$ cat config.mk
export PLATFORM = sky130hd
export DESIGN_NAME = cpu_bus_master_flat
export DESIGN_NICKNAME = d
export VERILOG_FILES = /design/src/rtl/cpu_bus_master_if.sv /design/src/rtl/cpu_bus_master.sv /design/src/flat_wrapper.sv
export SDC_FILE = /design/constraint.sdc
export NUM_CORES = 1
export LEC_CHECK = 0
export BUFFER_PORTS_ARGS = -buffer_cell sky130_fd_sc_hd__buf_2
export CAP_MARGIN = 20
export CORE_UTILIZATION = 49
export CTS_CLUSTER_DIAMETER = 60
export DETAILED_ROUTE_END_ITERATION = 12
export PLACE_DENSITY = 0.86
export REMOVE_ABC_BUFFERS = 1
export SETUP_SLACK_MARGIN = 0.05
export SYNTH_ARGS = -nofsm -noshare
export SYNTH_HDL_FRONTEND = slang
export SYNTH_SLANG_ARGS = --single-unit
$ cat constraint.sdc
create_clock -name clk -period 5.5 [get_ports clk]
set_clock_uncertainty 0.2 [all_clocks]
set_input_delay 0.825 -clock clk [delete_from_list [all_inputs] [get_ports clk]]
set_output_delay 0.825 -clock clk [all_outputs]
set_load 0.01 [all_outputs]
$ cat src/rtl/cpu_bus_master_if.sv
// CPU configuration bus shared with the cell-rewriting/forwarding table peripheral.
// Data lanes carry one CellCfgType word, DATA_W bits wide.
interface CpuInterface #(
  parameter int DATA_W = 16
);
  logic              busmode;
  logic [11:0]       addr;
  logic              sel;
  logic [DATA_W-1:0] datain;
  logic [DATA_W-1:0] dataout;
  logic              rd_DS;
  logic              wr_RW;
  logic              rdy_Dtack;

  modport Test (
    output busmode, addr, sel, datain, rd_DS, wr_RW,
    input  dataout, rdy_Dtack
  );

  modport Device (
    input  busmode, addr, sel, datain, rd_DS, wr_RW,
    output dataout, rdy_Dtack
  );
endinterface

$ cat src/rtl/cpu_bus_master.sv
// Round-robin sequencing master for the CPU configuration bus: one full
// Intel- or Motorola-style read/write handshake per grant, with timeout abort.
module cpu_bus_master #(
  parameter int NUM_REQ = 2,
  parameter int TIMEOUT = 16,
  parameter int DATA_W  = 16
) (
  input  logic                           clk,
  input  logic                           rst,
  input  logic                           mode_motorola,
  input  logic [NUM_REQ-1:0]             req,
  input  logic [NUM_REQ-1:0]             req_we,
  input  logic [NUM_REQ-1:0][11:0]       req_addr,
  input  logic [NUM_REQ-1:0][DATA_W-1:0] req_wdata,
  output logic [NUM_REQ-1:0]             done,
  output logic                           err,
  output logic [DATA_W-1:0]              rdata,
  output logic                           busy,
  CpuInterface.Test                      cpu
);
  localparam int IW = $clog2(NUM_REQ);
  localparam int CW = $clog2(TIMEOUT + 1);

  typedef enum logic [2:0] {IDLE, SETUP, STROBE, HOLD, DONE} state_t;

  state_t            state, state_n;
  logic [IW-1:0]     win, last_grant, pick;
  logic              we_r, mot_r, err_r;
  logic [11:0]       addr_r;
  logic [DATA_W-1:0] wdata_r, rdata_r;
  logic [CW-1:0]     cnt;

  logic              grant, capture, cnt_clr, cnt_inc, fin, fin_err;
  logic              ack_act, found;
  logic [IW:0]       cand;

  // Acknowledge polarity follows the mode latched at grant, not the live input.
  assign ack_act = mot_r ? !cpu.rdy_Dtack : cpu.rdy_Dtack;

  // Round-robin search starting one past the previous winner.
  always_comb begin
    pick  = '0;
    found = 1'b0;
    cand  = '0;
    for (int k = 1; k <= NUM_REQ; k++) begin
      cand = {1'b0, last_grant} + (IW+1)'(k);
      if (cand >= (IW+1)'(NUM_REQ))
        cand = cand - (IW+1)'(NUM_REQ);
      if (!found && req[cand[IW-1:0]]) begin
        found = 1'b1;
        pick  = cand[IW-1:0];
      end
    end
  end

  always_ff @(posedge clk) begin
    if (rst) state <= IDLE;
    else     state <= state_n;
  end

  always_comb begin
    state_n = state;
    grant   = 1'b0;
    capture = 1'b0;
    cnt_clr = 1'b0;
    cnt_inc = 1'b0;
    fin     = 1'b0;
    fin_err = 1'b0;
    case (state)
      IDLE: begin
        if (|req) begin
          grant   = 1'b1;
          state_n = SETUP;
        end
      end
      SETUP: begin
        cnt_clr = 1'b1;
        state_n = STROBE;
      end
      STROBE: begin
        if (ack_act) begin
          capture = !we_r;
          cnt_clr = 1'b1;
          state_n = HOLD;
        end else if (cnt == CW'(TIMEOUT - 1)) begin
          fin     = 1'b1;
          fin_err = 1'b1;
          state_n = DONE;
        end else begin
          cnt_inc = 1'b1;
        end
      end
      HOLD: begin
        if (!ack_act) begin
          fin     = 1'b1;
          state_n = DONE;
        end else if (cnt == CW'(TIMEOUT - 1)) begin
          fin     = 1'b1;
          fin_err = 1'b1;
          state_n = DONE;
        end else begin
          cnt_inc = 1'b1;
        end
      end
      DONE:    state_n = IDLE;
      default: state_n = IDLE;
    endcase
  end

  always_ff @(posedge clk) begin
    if (rst) begin
      win        <= '0;
      last_grant <= IW'(NUM_REQ - 1);
      we_r       <= 1'b0;
      mot_r      <= 1'b0;
      addr_r     <= '0;
      wdata_r    <= '0;
      rdata_r    <= '0;
      err_r      <= 1'b0;
      cnt        <= '0;
    end else begin
      if (grant) begin
        win     <= pick;
        we_r    <= req_we[pick];
        addr_r  <= req_addr[pick];
        wdata_r <= req_wdata[pick];
        mot_r   <= mode_motorola;
      end
      if (cnt_clr)      cnt <= '0;
      else if (cnt_inc) cnt <= cnt + 1'b1;
      if (capture)      rdata_r <= cpu.dataout;
      if (fin)          err_r <= fin_err;
      if (state == DONE) last_grant <= win;
    end
  end

  // Bus strobes decode from registered state only, so they never glitch on ack.
  always_comb begin
    cpu.sel   = 1'b1;
    cpu.rd_DS = 1'b1;
    cpu.wr_RW = 1'b1;
    if (state == SETUP || state == STROBE || state == HOLD) begin
      cpu.sel = 1'b0;
      if (mot_r) cpu.wr_RW = !we_r;
    end
    if (state == STROBE) begin
      if (mot_r || !we_r) cpu.rd_DS = 1'b0;
      else                cpu.wr_RW = 1'b0;
    end
  end

  assign cpu.busmode = mot_r;
  assign cpu.addr    = addr_r;
  assign cpu.datain  = wdata_r;

  always_comb begin
    done = '0;
    if (state == DONE) done[win] = 1'b1;
  end

  assign err   = (state == DONE) && err_r;
  assign rdata = rdata_r;
  assign busy  = (state != IDLE);
endmodule

$ cat src/flat_wrapper.sv
// flat-port wrapper written by rule: the top's interface ports become plain ports
module cpu_bus_master_flat 
#(
  parameter int NUM_REQ = 2,
  parameter int TIMEOUT = 16,
  parameter int DATA_W  = 16
)
  (clk, rst, mode_motorola, req, req_we, req_addr, req_wdata, done, err, rdata, busy, cpu_busmode, cpu_addr, cpu_sel, cpu_datain, cpu_rd_DS, cpu_wr_RW, cpu_dataout, cpu_rdy_Dtack);
  CpuInterface #(.DATA_W(DATA_W)) cpu_i ();
  input  logic clk;
  input  logic rst;
  input  logic mode_motorola;
  input  logic [NUM_REQ-1:0] req;
  input  logic [NUM_REQ-1:0] req_we;
  input  logic [NUM_REQ-1:0][11:0] req_addr;
  input  logic [NUM_REQ-1:0][DATA_W-1:0] req_wdata;
  output logic [NUM_REQ-1:0] done;
  output logic err;
  output logic [DATA_W-1:0] rdata;
  output logic busy;
  output wire logic [$bits(cpu_i.busmode)-1:0] cpu_busmode;
  output wire logic [$bits(cpu_i.addr)-1:0] cpu_addr;
  output wire logic [$bits(cpu_i.sel)-1:0] cpu_sel;
  output wire logic [$bits(cpu_i.datain)-1:0] cpu_datain;
  output wire logic [$bits(cpu_i.rd_DS)-1:0] cpu_rd_DS;
  output wire logic [$bits(cpu_i.wr_RW)-1:0] cpu_wr_RW;
  input wire logic [$bits(cpu_i.dataout)-1:0] cpu_dataout;
  input wire logic [$bits(cpu_i.rdy_Dtack)-1:0] cpu_rdy_Dtack;
  assign cpu_busmode = cpu_i.busmode;
  assign cpu_addr = cpu_i.addr;
  assign cpu_sel = cpu_i.sel;
  assign cpu_datain = cpu_i.datain;
  assign cpu_rd_DS = cpu_i.rd_DS;
  assign cpu_wr_RW = cpu_i.wr_RW;
  assign cpu_i.dataout = cpu_dataout;
  assign cpu_i.rdy_Dtack = cpu_rdy_Dtack;
  cpu_bus_master #(.NUM_REQ(NUM_REQ), .TIMEOUT(TIMEOUT), .DATA_W(DATA_W)) u_core (.clk(clk), .rst(rst), .mode_motorola(mode_motorola), .req(req), .req_we(req_we), .req_addr(req_addr), .req_wdata(req_wdata), .done(done), .err(err), .rdata(rdata), .busy(busy), .cpu(cpu_i));
endmodule
=== Word level (Yosys, flattened, before mapping) ===
Cells that the tools add are included.

* $add $sub $neg: 5
* $lt $le $gt $ge: 7
* Equal/unequal tests: 6
* Mux-type cells: 47
* Reduce and logical (&&, ||, !) cells: 13

{| class="wikitable"
|+ Operators with widths
! kind !! count
|-
| $mux 1 || 32
|-
| $mux 16 || 2
|-
| $mux 12 || 2
|-
| $mux 3 || 4
|-
| $pmux 3 s4 || 1
|-
| $lt 1x2->1 const B || 4
|-
| $pmux 1 s2 || 4
|-
| $eq 3x2->1 const B || 2
|-
| $add 5x1->5 const B || 1
|-
| $eq 5x4->1 const B || 1
|-
| $ge 2x2->1 const B || 2
|-
| $reduce_or 2->1 || 2
|-
| $eq 3x1->1 const B || 1
|-
| $eq 3x3->1 const B || 1
|-
| $logic_and 1x1->1 || 3
|-
| $logic_not 1->1 || 3
|-
| $logic_not 3->1 || 1
|-
| $logic_or 1x1->1 || 3
|-
| $reduce_bool 3->1 || 1
|-
| $add 1x1->2 const B || 1
|-
| $add 1x2->2 const B || 1
|-
| $mux 2 || 1
|-
| $ne 2x1->1 const B || 1
|-
| $sub 1x1->1 const B || 2
|-
| other kinds (2) || 2
|}

* Flip-flop bits (word level): 57
* Input bits: 80
* Output and inout port bits: 52
* Word-level logic and storage cells: 88

=== Logic depth before layout (Yosys ltp) ===
Gate-level depths: netlist of the first run.

* Depth after elaboration: 11
* Mapped depth: 6
* Mapped depth without buffers: 6

=== Worst setup path after synthesis of the first run ===
Ideal clock, no wire load.

* Path kind: flip-flop to flip-flop
* Start: register u_core.cnt[0]
* End: register u_core.cnt[3]
* Setup time: 0.066 ns
* Data arrival time: 1.946 ns
* Required time: 5.234 ns
* Path slack: 3.288 ns
* Stages on the path, launching flop included: 7
* Path buffers: 0
* Clock period less this slack: 2.212 ns
* Cell sequence: dfxtp_1 -> ha_1 -> and3_1 -> ha_1 -> or3b_1 -> or4_4 -> a21oi_2

* Longest elaborated chain between the ends: 4
* Elaborated cells between the ends (all ways): 6

{| class="wikitable"
|+ Ends and longest elaborated chain
! item !! RTL line !! RTL
|-
| from (decl) || cpu_bus_master.sv:31 || <nowiki>logic [CW-1:0] cnt;</nowiki>
|-
| from (signal assigned) || cpu_bus_master.sv:130 || <nowiki>else if (cnt_inc) cnt <= cnt + 1'b1;</nowiki>
|-
| $eq 5x4->1 || cpu_bus_master.sv:85, cpu_bus_master.sv:97 ||
|-
| $mux 1 || cpu_bus_master.sv:85, cpu_bus_master.sv:97 ||
|-
| $mux 1, on equally long branches || cpu_bus_master.sv:94, cpu_bus_master.sv:81 ||
|-
| $pmux 1 s2 || cpu_bus_master.sv:69 || <nowiki>case (state)</nowiki>
|}

Several ways; a longest one is shown, not always the timed one.
A chain may end at the register's enable or synchronous reset.

=== Final worst setup path of the first run ===
* Start: register u_core.state[0]
* End: output busy

* Longest elaborated chain between the ends: 1

{| class="wikitable"
|+ Ends and longest elaborated chain
! item !! RTL line !! RTL
|-
| from (decl) || cpu_bus_master.sv:26 || <nowiki>state_t state, state_n;</nowiki>
|-
| from (signal assigned) || cpu_bus_master.sv:58 || <nowiki>else state <= state_n;</nowiki>
|-
| $reduce_bool 3->1 || cpu_bus_master.sv:163 || <nowiki>assign busy = (state != IDLE);</nowiki>
|-
| to (decl) || flat_wrapper.sv:20 || <nowiki>output logic busy;</nowiki>
|}

Every way passes these cells.

==> results of run 1 <==
per-stage QoR:
step                      hold slack (ns)  worst slack (ns)  util [%]  instances
after floorplan                     0.244              2.15         -        264
after CTS                           0.269              2.73      68.6        485
after global routing                0.285              2.63      69.1        487
after global placement              0.254              2.96      63.8        469
after detailed placement            0.259              2.85      63.8        469
final                               0.263              2.75      69.1        487
power breakdown:
part | total, mW | switching [mW] | internal (mW) | leakage, nW
logic | 0.434 | 0.245 | 0.189 | 0.972
clock network | 0.481 | 0.168 | 0.313 | 0.120
registers | 0.543 | 0.0568 | 0.486 | 0.468
total | 1.46 | 0.470 | 0.988 | 1.56
worst paths after layout:
check / slack [ns] / to / start
setup / recovery: 2.75 / busy / u_core.state[0]
hold / removal: 0.26 / u_core.cpu.addr[6] / u_core.cpu.addr[6]
setup reg to reg: 3.14 / u_core.cnt[3] / u_core.cnt[0]
hold reg to reg: 0.26 / u_core.cpu.addr[6] / u_core.cpu.addr[6]
area by class of cell:
| cell class | count | area share, % |
|---|---|---|
| multi-input combinational | 171 | 35.0 |
| inverter | 36 | 3.78 |
| clock inverter | 5 | 2.87 |
| timing repair buffer | 137 | 20.0 |
| clock buffer | 11 | 3.95 |
| tap | 70 | 2.45 |
| sequential | 57 | 31.9 |
critical path: cells and delay by family (launching register included):
kind | cells | cell delay [ns]
AND/OR/NAND/NOR | 1 | 0.23
flip-flops | 1 | 0.51
buffers and inverters | 3 | 0.65
logic make-up (layout without fill, tap and decap cells):
family,after synthesis,in the layout,share of synthesized area (%)
DFF,57,57,43.0
AOI/OAI and AO/OA,119,119,32.7
xor gates and xnor gates,4,4,2.59
adders and majority gates,2,2,0.942
and+or+nand+nor,46,46,10.5
buffers and inverters,67,189,10.3
metal layers:
| layer | global-route usage, % | vias up | part of all wire (%) |
|---|---|---|---|
| met1 | 29.8 | 1384 | 42 |
| li1 | - | 1358 | - |
| met5 | 0 | - | 0 |
| met4 | 12.6 | 0 | 2.6 |
| met2 | 42.4 | 89 | 50 |
| met3 | 6.08 | 16 | 4.7 |
registers in the layout, indices dropped and copies added, names as in the netlist:
name,cells
u_core.win,1
u_core.err_r,1
u_core.last_grant,1
u_core.cnt,5
u_core.cpu.datain,16
u_core.cpu.busmode,1
u_core.we_r,1
u_core.state,3
u_core.cpu.addr,12
u_core.rdata,16
placed cells by master (no fill, tap or decap), types with 2 or more instances in the layout:
master,n
a211o_1,2
a21oi_1,22
a221oi_1,30
a311oi_1,2
and3_1,2
buf_2,131
buf_4,4
buf_8,2
bufinv_16,3
clkbuf_8,10
dfxtp_1,57
ha_1,2
inv_1,36
nand2_1,2
nand2b_1,3
nand3_1,18
nor2_1,5
nor2b_1,2
nor3b_1,2
o21ai_0,23
o31ai_1,2
o32ai_1,29
or2_2,2
cell usage after synthesis, drive strengths merged:
library cell,number
o32ai,29
or4b,1
a211oi,1
inv,36
dfxtp,57
or4,2
nor2b,3
a21oi,23
or3,1
xor2,1
nor4b,1
nand2,2
a221oi,30
and3,2
a22o,1
nand3b,1
xor3,1
buf,9
o31ai,2
clkbuf,22
a2111oi,1
xnor2,1
and2,1
a21bo,1
nor2,5
a311o,1
a311oi,2
a211o,2
nand3,18
ha,2
nor3b,2
o2111ai,1
o211ai,1
o21ai,24
xnor3,1
or2,2
nand2b,3
nor3,1
or3b,1
==> results by group, run 1 <==
Status
  – Status: completed

Floorplanning
  – Die X: 75.6 um
  – Starting Density: 51.3%
  – Core footprint: 5170 um2
  – I/O Pins: 132
  – Die H: 75.6 um
  – Row count: 26
  – DIE AREA: 5720 um2

Drt
  – Total Wirelength: 7.21 mm
  – ANT nets after route: 0
  – DR iter-0 viols: 172
  – DR vias/cell: 5.85
  – Drc violations: 0
  – WL per Instance: 14.8 um
  – Drt first pass iters: 5
  – Vias: 2,847

Worst setup path
  – Crit. End Element: primary output
  – FF-to-FF path depth: 6
  – Setup crit start kind: flip-flop
  – Critical-path cell list: nor3_4 -> buf_4 -> inv_1 -> buf_2
  – Slowest stage delay, CP: 0.51 ns
  – WP data arrival: 1.73 ns
  – Req. time, crit path: 4.47 ns
  – Crit path kind: flip-flop to primary output
  – CP max stage cell: dfxtp_1
  – Crit-path max FO: 32

Run
  – Max-cap violations: 0

Finish
  – Register Area: 1140 um2
  – Layout net count: 494
  – Design area: 3580 um2
  – Fillers: 445
  – Layout cells sized above 1: 39.6%
  – P&R area growth vs syn: 34.7%
  – Multi-input combinational cell area: 1250 um2
  – ANT cells: 0

Timing
  – F_max: 363 MHz
  – Least-Margin Pin Slew: 0.942 ns
  – Slew headroom: 37.2%
  – Final hold violation count: 0
  – Max-slew violation count: 0
  – Final setup viols: 0
  – Tmin final: 2.75 ns
  – Final period utilization: 50.1%
  – RSZ-0062 raised after global routing: no
  – Setup_tns: 0 ns

GRT
  – Largest net degree at the start of global routing: 54
  – Initial antenna violation count: 0
  – Grt total ovfl: 0
  – GRT Util Overall: 25.1%
  – Vias in the first global route: 2,360
  – First-pass GRT wire length: 10.8 mm

Power and ir drop
  – Leak Pwr: 1.56 nW
  – Power, Total: 1.46 mW
  – Cell Pwr Density: 408 nW/um2
  – VDD IR max: 0.295 mV

Clocking
  – Clk_lat worst skew: 0.33 ns
  – Number of post-CTS setup repair buffers: 0
  – CTS sink count: 57
  – Worst-path clk slew: 0.06 ns
  – Root Driver: clkbuf_8
  – Htree depth: 3
  – Post-CTS Hold Fix Bufs: 0
  – CTS buffer count: 9
  – TritonCTS clock tree: built
  – Clock Tree Buf Depth: 2
  – Cts repair resizes: 0

Synthesis
  – Seq/Total Area, Yosys: 43.0%
  – Flops & latches, synth: 57
  – Synthesized instance count: 295
  – Largest cells by area after synthesis: dfxtp_1, a221oi_1, o32ai_1
  – Synth top area share: 43.0%
  – Unique cell type count in the Yosys netlist: 43
  – Yosys warnings: 0
  – Mapped cell area: 2660 um2
  – Leading area contributor after synthesis: dfxtp_1
  – Average size of a mapped cell: 9.00 um2

Hold path
  – Hold path depth: 2
  – Hold crit path type: flip-flop to flip-flop

Place
  – # port buffers: 131
  – GP Congestion: 0.849
  – Final HPWL DP: 4.89 mm
  – Placed Area: 3300 um2
Power figures use the tool's default switching activity.
==> inputs of run 2 (changes only) <==
--- a/config.mk
+++ b/config.mk
@@ -5,12 +5,13 @@
 export SDC_FILE = /design/constraint.sdc
 export NUM_CORES = 1
 export LEC_CHECK = 0
+export ABC_AREA = 1
 export BUFFER_PORTS_ARGS = -buffer_cell sky130_fd_sc_hd__buf_2
 export CAP_MARGIN = 20
-export CORE_UTILIZATION = 49
+export CORE_UTILIZATION = 46
 export CTS_CLUSTER_DIAMETER = 60
 export DETAILED_ROUTE_END_ITERATION = 12
-export PLACE_DENSITY = 0.86
+export PLACE_DENSITY = 0.81
 export REMOVE_ABC_BUFFERS = 1
 export SETUP_SLACK_MARGIN = 0.05
 export SYNTH_ARGS = -nofsm -noshare
==> constraint.sdc (replaced) <==
create_clock -name clk -period 2.56 [get_ports clk]
set_clock_uncertainty 0.2 [all_clocks]
set_input_delay 0.384 -clock clk [delete_from_list [all_inputs] [get_ports clk]]
set_output_delay 0.384 -clock clk [all_outputs]
set_load 0.01 [all_outputs]
==> results by group, run 2 <==
Clocking
  – CTS sink count: 57 (unchanged)
  – Post-CTS Hold Fix Bufs: 0 (unchanged)
  – Root Driver: clkbuf_8 (unchanged)
  – CTS buffer count: 9 (unchanged)
  – TritonCTS clock tree: built (unchanged)
  – Clock Tree Buf Depth: 2 (unchanged)
  – Number of post-CTS setup repair buffers: 0 (unchanged)
  – Clk_lat worst skew: 0.33 ns (about the same)
  – Worst-path clk slew: 0.06 ns (about the same)
  – Htree depth: 3 (unchanged)
  – Cts repair resizes: 0 (unchanged)

Timing
  – Tmin final: 1.99 ns
  – Least-Margin Pin Slew: 0.475 ns (was 0.942 ns)
  – Slew headroom: 68.4% (was 37.2%)
  – F_max: 502 MHz
  – Worst setup margin: 0.570 ns (was 2.75 ns)
  – Final period utilization: 77.8%
  – Max-slew violation count: 0 (unchanged)
  – Final setup viols: 0 (unchanged)
  – RSZ-0062 raised after global routing: no (unchanged)
  – Final hold violation count: 0 (unchanged)

Floorplanning
  – Starting Density: 47.9% (was 51.3%)
  – DIE AREA: 6080 um2 (was 5720 um2)
  – Die H: 78.0 um (was 75.6 um)
  – Row count: 27 (was 26)
  – Core footprint: 5540 um2 (was 5170 um2)
  – Die X: 78.0 um (was 75.6 um)
  – I/O Pins: 132 (unchanged)

Worst setup path
  – Req. time, crit path: 1.98 ns (was 4.47 ns)
  – CP max stage cell: dfxtp_1 (unchanged)
  – Crit-path max FO: 4 (was 32)
  – Crit path kind: flip-flop to primary output (unchanged)
  – Crit. End Element: primary output (unchanged)
  – Slowest stage delay, CP: 0.34 ns (was 0.51 ns)
  – Setup crit start kind: flip-flop (unchanged)
  – WP data arrival: 1.41 ns (was 1.73 ns)
  – Critical-path cell list: nor2_2 -> inv_1 -> nor2_1 -> inv_1 -> nor2_1 -> buf_2 (was nor3_4 -> buf_4 -> inv_1 -> buf_2)
  – Crit path max-delay family: simple AND/OR/NAND/NOR gates (was buffers and inverters)
  – Worst path buffer plus inverter count: 3 (unchanged)

Run
  – Max-cap violations: 0 (unchanged)

GRT
  – Grt total ovfl: 0 (unchanged)
  – Met2 usage: 43.2% (was 42.4%)
  – Largest net degree at the start of global routing: 33 (was 54)
  – GRT Util Overall: 24.4% (was 25.1%)
  – Vias in the first global route: 2,692 (was 2,360)
  – First-pass GRT wire length: 11.6 mm (was 10.8 mm)
  – Met1 Resource Use GR: 26.1% (was 29.8%)
  – Routing usage on met3: 8.00% (was 6.08%)
  – GR peak layer: met2 (unchanged)
  – Initial antenna violation count: 0 (unchanged)

Synthesis
  – Leading area contributor after synthesis: dfxtp_1 (unchanged)
  – Flops & latches, synth: 57 (unchanged)
  – Unique cell type count in the Yosys netlist: 27 (was 43)
  – Synthesized instance count: 334 (was 295)
  – Async SR Flop Fraction: 0% (unchanged)
  – Seq/Total Area, Yosys: 43.0% (about the same)
  – Count leader, synth: dfxtp_1 (unchanged)
  – Dominant synthesized flop cell: dfxtp_1 (unchanged)
  – Mapped cell area: 2660 um2 (about the same)
  – Average size of a mapped cell: 7.95 um2 (was 9.00 um2)
  – Synth top area share: 43.0% (about the same)
  – Largest cells by area after synthesis: dfxtp_1, a21oi_2, o21ai_1 (was dfxtp_1, a221oi_1, o32ai_1)
  – Post-synth EDFFs: 0 (unchanged)
  – Most instantiated cells after synthesis: dfxtp_1, nand2_1, o21ai_1 (was dfxtp_1, inv_1, a221oi_1)
  – Yosys warnings: 0 (unchanged)

Drt
  – DR vias/cell: 5.01 (was 5.85)
  – WL per Instance: 12.9 um (was 14.8 um)
  – Drt first pass iters: 4 (was 5)
  – DR iter-0 viols: 82 (was 172)
  – Vias: 2,683 (was 2,847)
  – ANT nets after route: 0 (unchanged)
  – Drc violations: 0 (unchanged)
  – Total Wirelength: 6.90 mm (was 7.21 mm)

Finish
  – Highest-count cells in the layout ignoring fill and taps: buf_2, dfxtp_1, nand2_1 (was buf_2, dfxtp_1, inv_1)
  – Layout cells sized above 1: 43.8% (was 39.6%)
  – P&R area growth vs syn: 30.4% (was 34.7%)
  – Commonest non-fill, non-tap cell in the layout: buf_2 (unchanged)
  – ANT cells: 0 (unchanged)
  – Layout net count: 543 (was 494)
  – Design area: 3460 um2 (was 3580 um2)

Power and ir drop
  – Cell Pwr Density: 818 nW/um2 (was 408 nW/um2)
  – VDD IR max: 0.487 mV (was 0.295 mV)
  – Power, Total: 2.83 mW (was 1.46 mW)
  – Leak Pwr: 1.60 nW (was 1.56 nW)

Place
  – Final HPWL DP: 4.87 mm (was 4.89 mm)
  – # port buffers: 131 (unchanged)
  – GP Congestion: 0.838 (was 0.849)
  – Dpl ws: 0.583 ns (was 2.85 ns)
  – Placed Area: 3300 um2 (about the same)

Status
  – Status: completed (unchanged)

Hold path
  – Hold crit path type: input pin to flip-flop (was flip-flop to flip-flop)
run 2: cell count changes in the layout (fill, tap and decap cells not counted), moves of 16 or more:
cell      change
nand2_1      +47
o21ai_1      +45
a221oi_1     -30
o32ai_1      -29
a21oi_2      +28
nor2_1       +23
inv_1        -21
o21ai_0      -18
a21oi_1      +16
run 2: metal layers:
layer,up-vias,wire (um)
li1,1365,-
met1,1204,2910
met2,99,3340
met3,15,476
met4,0,163
met5,-,0
run 2: power breakdown:
part           total [mW]  internal (mW)  leakage [nW]  switching [mW]
combinational       0.916          0.349          1.05           0.567
clock               0.765          0.435        0.0824           0.330
sequential           1.15           1.05         0.468          0.0997
total                2.83           1.84          1.60           0.997
run 2: worst paths after layout:
| path | startpoint | endpoint | slack (ns) | depth (start not counted) |
|---|---|---|---|---|
| max | u_core.state[0] | done[0] | 0.57 | 6 |
| min reg2reg | u_core.err_r | u_core.err_r | 0.27 | 2 |
| max reg2reg | u_core.state[0] | u_core.cpu.busmode | 0.60 | 6 |
| min | rst | u_core.err_r | 0.03 | 2 |
run 2: metrics by stage:
step	instances	TNS, ns	hold slack [ns]	util [%]
3_5_place_dp	522	0	0.260	59.6
4_1_cts	535	0	0.0215	62.5
2_1_floorplan	315	-1.31	0.229	-
6_report	535	0	0.0331	62.5
5_1_grt	535	0	0.0266	62.5
3_3_place_gp	522	0	0.250	59.6
run 2: logic make-up after synthesis:
group | count (synthesis) | share of synthesized area, %
xor+xnor | 2 | 0.660
buf+inv | 39 | 8.20
fa+ha+maj | 2 | 0.942
compound gates | 119 | 26.6
flops | 57 | 43.0
simple gates | 115 | 20.6
run 2: area by class of cell:
class / instances / area (um2)
tap: 72 / 90.1
inverter: 20 / 82.6
fill: 504 / 2080
sequential: 57 / 1140
clock inverter: 1 / 30.0
clock buffer: 12 / 135
timing repair buffer: 135 / 686
multi-input combinational: 238 / 1300
==> inputs of run 3 (changes only) <==
--- a/config.mk
+++ b/config.mk
@@ -8,10 +8,10 @@
 export ABC_AREA = 1
 export BUFFER_PORTS_ARGS = -buffer_cell sky130_fd_sc_hd__buf_2
 export CAP_MARGIN = 20
-export CORE_UTILIZATION = 46
+export CORE_UTILIZATION = 41
 export CTS_CLUSTER_DIAMETER = 60
 export DETAILED_ROUTE_END_ITERATION = 12
-export PLACE_DENSITY = 0.81
+export PLACE_DENSITY = 0.77
 export REMOVE_ABC_BUFFERS = 1
 export SETUP_SLACK_MARGIN = 0.05
 export SYNTH_ARGS = -nofsm -noshare
==> constraint.sdc (replaced) <==
create_clock -name clk -period 1.8 [get_ports clk]
set_clock_uncertainty 0.2 [all_clocks]
set_input_delay 0.27 -clock clk [delete_from_list [all_inputs] [get_ports clk]]
set_output_delay 0.27 -clock clk [all_outputs]
set_load 0.01 [all_outputs]
==> results by group, run 3 (same netlist as run 2, synthesis figures left out) <==
Status
  – Status: completed (unchanged)

Worst setup path
  – R2R Path End: u_core.state[1] (was u_core.cpu.busmode)
  – Reg2reg start: u_core.cnt[1] (was u_core.state[0])
  – CP max stage cell: dfxtp_4 (was dfxtp_1)
  – Req. time, crit path: 1.33 ns (was 1.98 ns)
  – R2R Setup Slk: 0.17 ns (was 0.60 ns)
  – Crit path kind: flip-flop to primary output (unchanged)
  – Crit-path max FO: 3 (was 4)
  – FF-to-FF path depth: 9 (was 6)
  – Crit. End Element: primary output (unchanged)
  – Critical-path cell list: nor2_4 -> inv_2 -> nand2_2 -> nor3_2 -> a31oi_1 -> buf_2 (was nor2_2 -> inv_1 -> nor2_1 -> inv_1 -> nor2_1 -> buf_2)
  – Setup crit start kind: flip-flop (unchanged)
  – WP data arrival: 1.24 ns (was 1.41 ns)
  – Slowest stage delay, CP: 0.35 ns (was 0.34 ns)

Drt
  – WL per Instance: 14.5 um (was 12.9 um)
  – Drc violations: 0 (unchanged)
  – Vias: 3,101 (was 2,683)
  – ANT nets after route: 0 (unchanged)
  – DR iter-0 viols: 90 (was 82)
  – Total Wirelength: 8.79 mm (was 6.90 mm)
  – Drt first pass iters: 4 (unchanged)
  – DR vias/cell: 5.11 (was 5.01)

Clocking
  – Clock Tree Buf Depth: 2 (unchanged)
  – Worst-path clk slew: 0.06 ns (about the same)
  – Htree depth: 3 (unchanged)
  – Clk_lat worst skew: 0.33 ns (about the same)
  – TritonCTS clock tree: built (unchanged)
  – CTS buffer count: 9 (unchanged)
  – Root Driver: clkbuf_8 (unchanged)
  – CTS sink count: 57 (unchanged)

Timing
  – RSZ-0062 raised after global routing: yes (was no)
  – Max-slew violation count: 0 (unchanged)
  – Final setup viols: 0 (unchanged)
  – Worst setup margin: 0.0919 ns (was 0.570 ns)
  – Tmin final: 1.71 ns
  – Final period utilization: 94.9%
  – F_max: 585 MHz
  – Final hold violation count: 0 (unchanged)
  – Slew headroom: 75.9% (was 68.4%)
  – Least-Margin Pin Slew: 0.361 ns (was 0.475 ns)

Finish
  – Design area: 4270 um2 (was 3460 um2)
  – Highest-count cells in the layout ignoring fill and taps: buf_2, dlygate4sd3_1, dfxtp_1 (was buf_2, dfxtp_1, nand2_1)
  – ANT cells: 0 (unchanged)
  – Layout net count: 610 (was 543)
  – Commonest non-fill, non-tap cell in the layout: buf_2 (unchanged)
  – Layout cells sized above 1: 42.3% (was 43.8%)
  – P&R area growth vs syn: 60.9% (was 30.4%)

Power and ir drop
  – Leak Pwr: 1.92 nW (was 1.60 nW)
  – VDD IR max: 0.667 mV (was 0.487 mV)
  – Cell Pwr Density: 1050 nW/um2 (was 818 nW/um2)

GRT
  – Largest net degree at the start of global routing: 37 (was 33)
  – GRT Util Overall: 26.9% (was 24.4%)
  – Grt total ovfl: 0 (unchanged)
  – Vias in the first global route: 3,047 (was 2,692)
  – First-pass GRT wire length: 13.6 mm (was 11.6 mm)
  – Initial antenna violation count: 0 (unchanged)

Floorplanning
  – Core footprint: 6100 um2 (was 5540 um2)
  – Die X: 82.5 um (was 78.0 um)
  – DIE AREA: 6800 um2 (was 6080 um2)
  – Starting Density: 43.6% (was 47.9%)
  – I/O Pins: 132 (unchanged)
  – Row count: 28 (was 27)
  – Die H: 82.5 um (was 78.0 um)

Run
  – Max-cap violations: 0 (unchanged)

Hold path
  – Hold crit path type: input pin to flip-flop (unchanged)
  – Worst Hold End: u_core.rdata[14] (was u_core.err_r)
  – Hold path depth: 3 (was 2)
  – Hold Path Origin: cpu_dataout[14] (was rst)

Place
  – Dpl ws: 0.00557 ns (was 0.583 ns)
  – Final HPWL DP: 4.93 mm (was 4.87 mm)
  – Placed Area: 3360 um2 (was 3300 um2)
  – # port buffers: 131 (unchanged)
  – GP Congestion: 0.841 (was 0.838)
run 3: changes by cell type in the layout (fill, tap and decap cells not counted), sizes merged:
cell         change
dlygate4sd3     +60
clkbuf           +1
buf              +7
clkinvlp         +1
run 3: per-stage QoR:
stage,hold slack [ns],std cells,total power [mW],setup TNS [ns],util (%)
floorplan,0.139,315,2.47,-21.22,-
global placement,0.245,527,2.96,0,55.0
detailed placement,0.245,527,3.00,0,55.0
CTS,0.00118,604,4.35,0,68.8
global route,0.00581,607,4.72,0,70.1
finish,0.00961,607,4.47,0,70.1
run 3: where the power goes:
part | internal (mW) | total, mW | switching, mW
Clock | 0.709 | 1.20 | 0.488
Sequential | 1.51 | 1.66 | 0.156
Combinational | 0.681 | 1.61 | 0.928
run 3: area by class of cell:
cell class | count | area (um2)
inverters | 20 | 85.1
clock inverters | 2 | 37.5
multi-input cells | 238 | 1360
clock buffers | 13 | 159
repair buffers | 202 | 1390
fillers | 487 | 1820
flip-flops and latches | 57 | 1150
well taps | 75 | 93.8
run 3: metal layers:
layer / share of wire, % / global-route usage, % / up-vias
met5: 0 / 0 / -
met4: 3.6 / 14.7 / 0
met3: 8.2 / 7.91 / 33
met2: 49 / 46.4 / 150
met1: 40 / 29.5 / 1413
li1: - / - / 1505
run 3: worst max path at each step:
stage | slack, ns | depth (start not counted) | startpoint | endpoint
after floorplan | -0.73 | 5 | u_core.last_grant | u_core.cpu.addr[0]
after global placement | 0.09 | 9 | u_core.cnt[0] | u_core.cnt[1]
after detailed placement | 0.006 | 9 | u_core.cnt[0] | u_core.cnt[3]
after CTS | 0.03 | 6 | u_core.state[1] | done[0]
after global routing | 0.02 | 5 | u_core.state[2] | cpu_wr_RW
final | 0.09 | 6 | u_core.state[0] | cpu_wr_RW
run 3: timing repair:
item                                    in CTS  in global routing
setup buffers                                2                  3
endpoints found under the setup margin      10                 29
endpoints found under the hold margin       45                  0
pin swaps                                    2                  4
gates resized for setup                      9                 17
hold buffers                                60                  0
run 3: critical path, delay by kind of cell (launching register included):
family	cells	cell delay (ns)
AO/OA/AOI/OAI	1	0.12
buffers and inverters	2	0.21
AND/OR/NAND/NOR	3	0.24
flip-flops	1	0.35
